[src/rtl/hazard_pkg.sv]
// Shared types and constants for the 5-stage pipeline hazard controller.
// Optional performance counters are enabled by defining HAZ_PERF_CNT_EN.
package hazard_pkg;

  localparam int unsigned REG_AW = 4;
  localparam int unsigned PC_REG = 15;
  localparam int unsigned CNT_W  = 16;

  localparam logic [REG_AW-1:0] PC_IDX = REG_AW'(PC_REG);

  typedef enum logic [1:0] {
    FWD_RF = 2'b00,
    FWD_W  = 2'b01,
    FWD_M  = 2'b10
  } fwd_sel_t;

  typedef enum logic {
    IDLE    = 1'b0,
    BR_WAIT = 1'b1
  } haz_state_t;

  typedef struct packed {
    logic              valid;
    logic [REG_AW-1:0] wa3;
    logic              regwrite;
    logic              memtoreg;
    logic              pcwrite;
    logic [REG_AW-1:0] ra1;
    logic [REG_AW-1:0] ra2;
  } stage_info_t;

  // M beats W; the PC is always read from its own path, never forwarded.
  function automatic fwd_sel_t fwd_sel(input logic              m_wr,
                                       input logic [REG_AW-1:0] m_wa3,
                                       input logic              w_wr,
                                       input logic [REG_AW-1:0] w_wa3,
                                       input logic [REG_AW-1:0] ra);
    fwd_sel = FWD_RF;
    if (ra != PC_IDX) begin
      if (m_wr && (m_wa3 == ra)) begin
        fwd_sel = FWD_M;
      end else if (w_wr && (w_wa3 == ra)) begin
        fwd_sel = FWD_W;
      end
    end
  endfunction

endpackage

[src/rtl/hazard_stage_reg.sv]
// One shadow pipeline stage: holds destination/source info of the instruction
// occupying that stage; a bubble or reset loads an invalid entry.
module hazard_stage_reg
  import hazard_pkg::*;
(
  input  logic        clk,
  input  logic        reset,
  input  logic        bubble_i,
  input  stage_info_t d_i,
  output stage_info_t q_o
);

  stage_info_t info_q;

  always_ff @(posedge clk) begin
    if (reset || bubble_i) begin
      info_q <= '0;
    end else begin
      info_q <= d_i;
    end
  end

  assign q_o = info_q;

endmodule

[src/rtl/pipeline_hazard_ctrl.sv]
// Hazard controller: E-stage forwarding, load-use bubbles and branch-shadow fetch freeze.
// Define HAZ_PERF_CNT_EN to add StallCnt/FlushCnt saturating performance counters.
module pipeline_hazard_ctrl
  import hazard_pkg::*;
(
  input  logic              clk,
  input  logic              reset,
  input  logic [REG_AW-1:0] RA1D,
  input  logic [REG_AW-1:0] RA2D,
  input  logic [REG_AW-1:0] WA3D,
  input  logic              RegWriteD,
  input  logic              MemtoRegD,
  input  logic              PCWriteD,
  output logic [1:0]        ForwardAE,
  output logic [1:0]        ForwardBE,
  output logic              EnF,
  output logic              EnD,
  output logic              FlushD,
  output logic              FlushE
`ifdef HAZ_PERF_CNT_EN
  ,
  output logic [CNT_W-1:0]  StallCnt,
  output logic [CNT_W-1:0]  FlushCnt
`endif
);

  haz_state_t  state_q, state_d;
  stage_info_t d_info, e_q, m_q, w_q;
  logic        ld_haz;
  logic        e_bubble;

  assign d_info = '{valid: 1'b1, wa3: WA3D, regwrite: RegWriteD, memtoreg: MemtoRegD,
                    pcwrite: PCWriteD, ra1: RA1D, ra2: RA2D};

  // A squashed (FlushD) D instruction is wrong-path and must not enter E as valid.
  assign e_bubble = !EnD || FlushE || FlushD;

  hazard_stage_reg u_stage_e (.clk(clk), .reset(reset), .bubble_i(e_bubble), .d_i(d_info), .q_o(e_q));
  hazard_stage_reg u_stage_m (.clk(clk), .reset(reset), .bubble_i(1'b0),     .d_i(e_q),    .q_o(m_q));
  hazard_stage_reg u_stage_w (.clk(clk), .reset(reset), .bubble_i(1'b0),     .d_i(m_q),    .q_o(w_q));

  logic unused_w;
  assign unused_w = ^{w_q.memtoreg, w_q.ra1, w_q.ra2};

  assign ForwardAE = fwd_sel(m_q.valid && m_q.regwrite, m_q.wa3,
                             w_q.valid && w_q.regwrite, w_q.wa3, e_q.ra1);
  assign ForwardBE = fwd_sel(m_q.valid && m_q.regwrite, m_q.wa3,
                             w_q.valid && w_q.regwrite, w_q.wa3, e_q.ra2);

  assign ld_haz = (state_q == IDLE) && e_q.valid && e_q.memtoreg && e_q.regwrite &&
                  ((e_q.wa3 == RA1D) || (e_q.wa3 == RA2D)) && (e_q.wa3 != PC_IDX);

  always_ff @(posedge clk) begin
    if (reset) begin
      state_q <= IDLE;
    end else begin
      state_q <= state_d;
    end
  end

  // Load-use bubble takes priority; a branch held in D enters BR_WAIT a cycle later.
  always_comb begin
    state_d = state_q;
    EnF     = 1'b1;
    EnD     = 1'b1;
    FlushD  = 1'b0;
    FlushE  = 1'b0;
    case (state_q)
      IDLE: begin
        if (ld_haz) begin
          EnF    = 1'b0;
          EnD    = 1'b0;
          FlushE = 1'b1;
        end else if (PCWriteD) begin
          state_d = BR_WAIT;
        end
      end
      BR_WAIT: begin
        EnF    = 1'b0;
        FlushD = 1'b1;
        if (w_q.valid && w_q.pcwrite) begin
          state_d = IDLE;
        end
      end
      default: state_d = IDLE;
    endcase
  end

`ifdef HAZ_PERF_CNT_EN
  logic [CNT_W-1:0] stall_cnt_q, stall_cnt_d;
  logic [CNT_W-1:0] flush_cnt_q, flush_cnt_d;

  always_comb begin
    stall_cnt_d = stall_cnt_q;
    flush_cnt_d = flush_cnt_q;
    if (ld_haz && (stall_cnt_q != '1)) begin
      stall_cnt_d = stall_cnt_q + CNT_W'(1);
    end
    if ((state_q == BR_WAIT) && (flush_cnt_q != '1)) begin
      flush_cnt_d = flush_cnt_q + CNT_W'(1);
    end
  end

  always_ff @(posedge clk) begin
    if (reset) begin
      stall_cnt_q <= '0;
      flush_cnt_q <= '0;
    end else begin
      stall_cnt_q <= stall_cnt_d;
      flush_cnt_q <= flush_cnt_d;
    end
  end

  assign StallCnt = stall_cnt_q;
  assign FlushCnt = flush_cnt_q;
`endif

endmodule

[config.mk]
export PLATFORM = sky130hd
export DESIGN_NAME = pipeline_hazard_ctrl
export DESIGN_NICKNAME = d
export VERILOG_FILES = /design/src/rtl/hazard_pkg.sv /design/src/rtl/hazard_stage_reg.sv /design/src/rtl/pipeline_hazard_ctrl.sv
export SDC_FILE = /design/constraint.sdc
export NUM_CORES = 1
export LEC_CHECK = 0
export CAP_MARGIN = 20
export CORE_MARGIN = 3
export CORE_UTILIZATION = 44
export DETAILED_ROUTE_END_ITERATION = 12
export GPL_ROUTABILITY_DRIVEN = 0
export PLACE_DENSITY = 0.82
export SYNTH_ARGS = -nofsm -noshare
export SYNTH_HDL_FRONTEND = slang
export SYNTH_SLANG_ARGS = --single-unit
[constraint.sdc]
create_clock -name clk -period 1.4 [get_ports clk]
set_input_delay 0.28 -clock clk [delete_from_list [all_inputs] [get_ports clk]]
set_output_delay 0.28 -clock clk [all_outputs]
set_load 0.05 [all_outputs]
==> qor.csv <==
metric,value,unit
grt_pass1_vias,1194,
ir_drop,1.04,mV
drt_pass1_iterations,4,
netlist_area,1230,sq um
multi_input_area,688,sq um
status,finished with violations,
synth.most_common_cell,dfxtp_1,
drcViolationCount,0,
cp_slowest_cell,dfxtp_4,
synthArstFlopShare,0,%
grt_util_all_layers,20.6,%
antenna_found_initial,0,
drt.antenna.violating_nets,0,
clock_skew,6.44,ps
grt_pass1_wl,5150,microns
reg2reg_depth,6,
critPathMaxStageDelay,380,ps
endpoint_kind,primary output,
clock-sinks,31,
cts_hold_buf,0,
finalCritPeriodShare,139,%
initial_core_util,47.8,%
synth-seq-cells,31,
whs_path_depth,2,
rsz0062_at_grt,yes,
worst_pin_slew,246,ps
crit_family,flip-flops,
hold_class,in2reg,
port_buffers,24,
synthTopCellsByArea,"dfxtp_1 (51%), xor2_1 (8.6%), nor2b_1 (7.1%)",
crit_required,1120,ps
core,2570,sq um
synthMuxAreaShare,0,%
regArea,652,sq um
swShare,26.6,%
fill_cells,164,
seq_power_share,46.2,%
synth_nets,141,
fp-row-count,18,
power_frac_clock,33.3,%
routed_wl,3190,microns
die_h,58.8,microns
synth_compound_area_share,5.92,%
clk_path_buf_depth,2,
finalHoldViolCount,0,
synth_edf_count,0,
cp_num_cells,5,
layout-area-overhead-vs-synth,59.5,%
synthCells,124,
yosys_most_used_dff,dfxtp_1,
n_antenna_cell,0,
synth_xor_area_share,15.7,%
grt_overflow,0,
cp-start-kind,flip-flop,
finalSetupViolations,23,
synth-simple-area-share,25.6,%
crit_fanout,4,
synth_area_per_cell,9.89,sq um
whs,364,ps
p_leak,0.819,nW
violations,negative setup slack,
clk_pin_slew_worst_paths,100,ps
clk_latency,330,ps
first_iter_violations,43,
slew_viol_final,0,
post-synth-top-area-cell,dfxtp_1,
synth_cell_type_count,24,
synth_top_area_share,50.6,%
cap_violations,0,
fmax,0.512,GHz
place_hpwl,2060,microns
synth_common_cells,"dfxtp_1 (31), nor2b_1 (14), xor2_1 (12)",
htree_levels,2,
p_sw,0.584,mW
critPathKind,reg2out,
busiest_layer,met2,
root_buffer,clkbuf_4,
power_frac_comb,20.5,%
ios,25,
timing.final.ws_setup,-552,ps
min_period,1950,ps
die_area,3460,sq um
crit_buf_inv,2,
cts_buffers,5,
setup-tns-final,-4950,ps
vias_per_cell,5.17,
intPower,1.61,mW
grt.met1_usage,19.6,%
worstPathCellList,xnor2_2 -> nand4_1 -> a21oi_4 -> clkinvlp_4 -> buf_8,
vias,1065,
layout.nets,192,
synth_top_family_by_area,simple AND/OR/NAND/NOR gates,
grt_max_degree,13,
numPlacedInstances,191,
avgRoutedWirePerCell,15.5,microns
drive_above_1_share,39.8,%
synth_fa_ha_area_share,0,%
gr-usage-met2,39.0,%
cts_tree,done,
die_w,58.8,microns
worstPathArrival,1670,ps
maxSlewHeadroom,83.5,%
yosysWarnings,0,
ys_seq_area_share,50.6,%
power.density,1120,nW/um^2
gr-usage-met3,6.36,%
layout.cells.non_filler,206,
metrics by stage:
stage / area, sq um / setup slack, ps / power (mW) / util (%)
2_1_floorplan: 1300 / -379 / 1.24 / -
3_5_place_dp: 1730 / -589 / 1.43 / 67.3
3_3_place_gp: 1730 / -535 / 1.41 / 67.3
4_1_cts: 1930 / -532 / 2.18 / 75.2
5_1_grt: 1960 / -664 / 2.29 / 76.2
6_report: 1960 / -552 / 2.19 / 76.2
sequential cells by signal, indices dropped and copies added, names as in the netlist:
name           cells
u_stage_e.q_o     16
u_stage_m.q_o      7
state_q            1
u_stage_w.q_o      7
metal layers:
layer,vias up,part of all wire (%)
li1,518,-
met1,493,38
met2,41,51
met3,13,6.5
met4,0,4.5
met5,-,0
path summary, 6_finish.rpt:
kind                            endpoint  slack (ps)                         start
max reg2reg  u_stage_e.q_o[5]$_SDFF_PP0_        -120  u_stage_e.q_o[14]$_SDFF_PP0_
min          u_stage_e.q_o[4]$_SDFF_PP0_         360                       RA1D[0]
max                                  EnD        -550  u_stage_e.q_o[14]$_SDFF_PP0_
min reg2reg  u_stage_w.q_o[8]$_SDFF_PP0_         440   u_stage_m.q_o[8]$_SDFF_PP0_
kinds of logic (layout without fill, tap and decap cells):
logic type	Yosys count	count (layout)
and+or+nand+nor	57	57
DFF	31	31
xor gates and xnor gates	22	22
AOI/OAI and AO/OA	9	9
buffers and inverters	5	57
worst reg2reg max path: stages, from the launching register on:
cell and delay [ps]:
dfxtp_4 380, xnor2_2 190, nand4_1 200, a21oi_4 270, buf_4 160, buf_6 140, nor3b_1 70
placed cells by master, fill, tap and decap left out, drive strengths merged, types with 2 or more instances in the layout:
cell type	instances
clkdlybuf4s50	8
clkbuf	6
nor2b	14
nor2	10
and3	2
nor3	2
buf	31
xnor2	10
xor2	12
a41oi	2
nand2	9
dfxtp	31
nand4	4
nor4	2
nor3b	8
nand3	4
o21ai	3
dlygate4sd2	8
layout make-up:
type / instances / area share, %
Multi-Input combinational cell: 88 / 35.2
Inverter: 2 / 0.576
Clock buffer: 6 / 2.62
Tap cell: 30 / 1.92
Clock inverter: 2 / 1.79
Sequential cell: 31 / 33.3
Timing Repair Buffer: 47 / 24.6
power by group through the flow:
stage               logic, mW  registers [mW]  clock network, mW
floorplan               0.178            1.06                  0
global placement        0.383            1.03                  0
detailed placement      0.397            1.03                  0
CTS                     0.431            1.01              0.741
global route            0.482            1.02              0.784
finish                  0.450            1.01              0.729
timing repair:
action / CTS / global route
setup endpoints to repair: 23 / 24
setup buffers: 12 / 4
resized for setup: 23 / 16
pin swaps: 10 / 14
(Power assumes the default switching activity.)
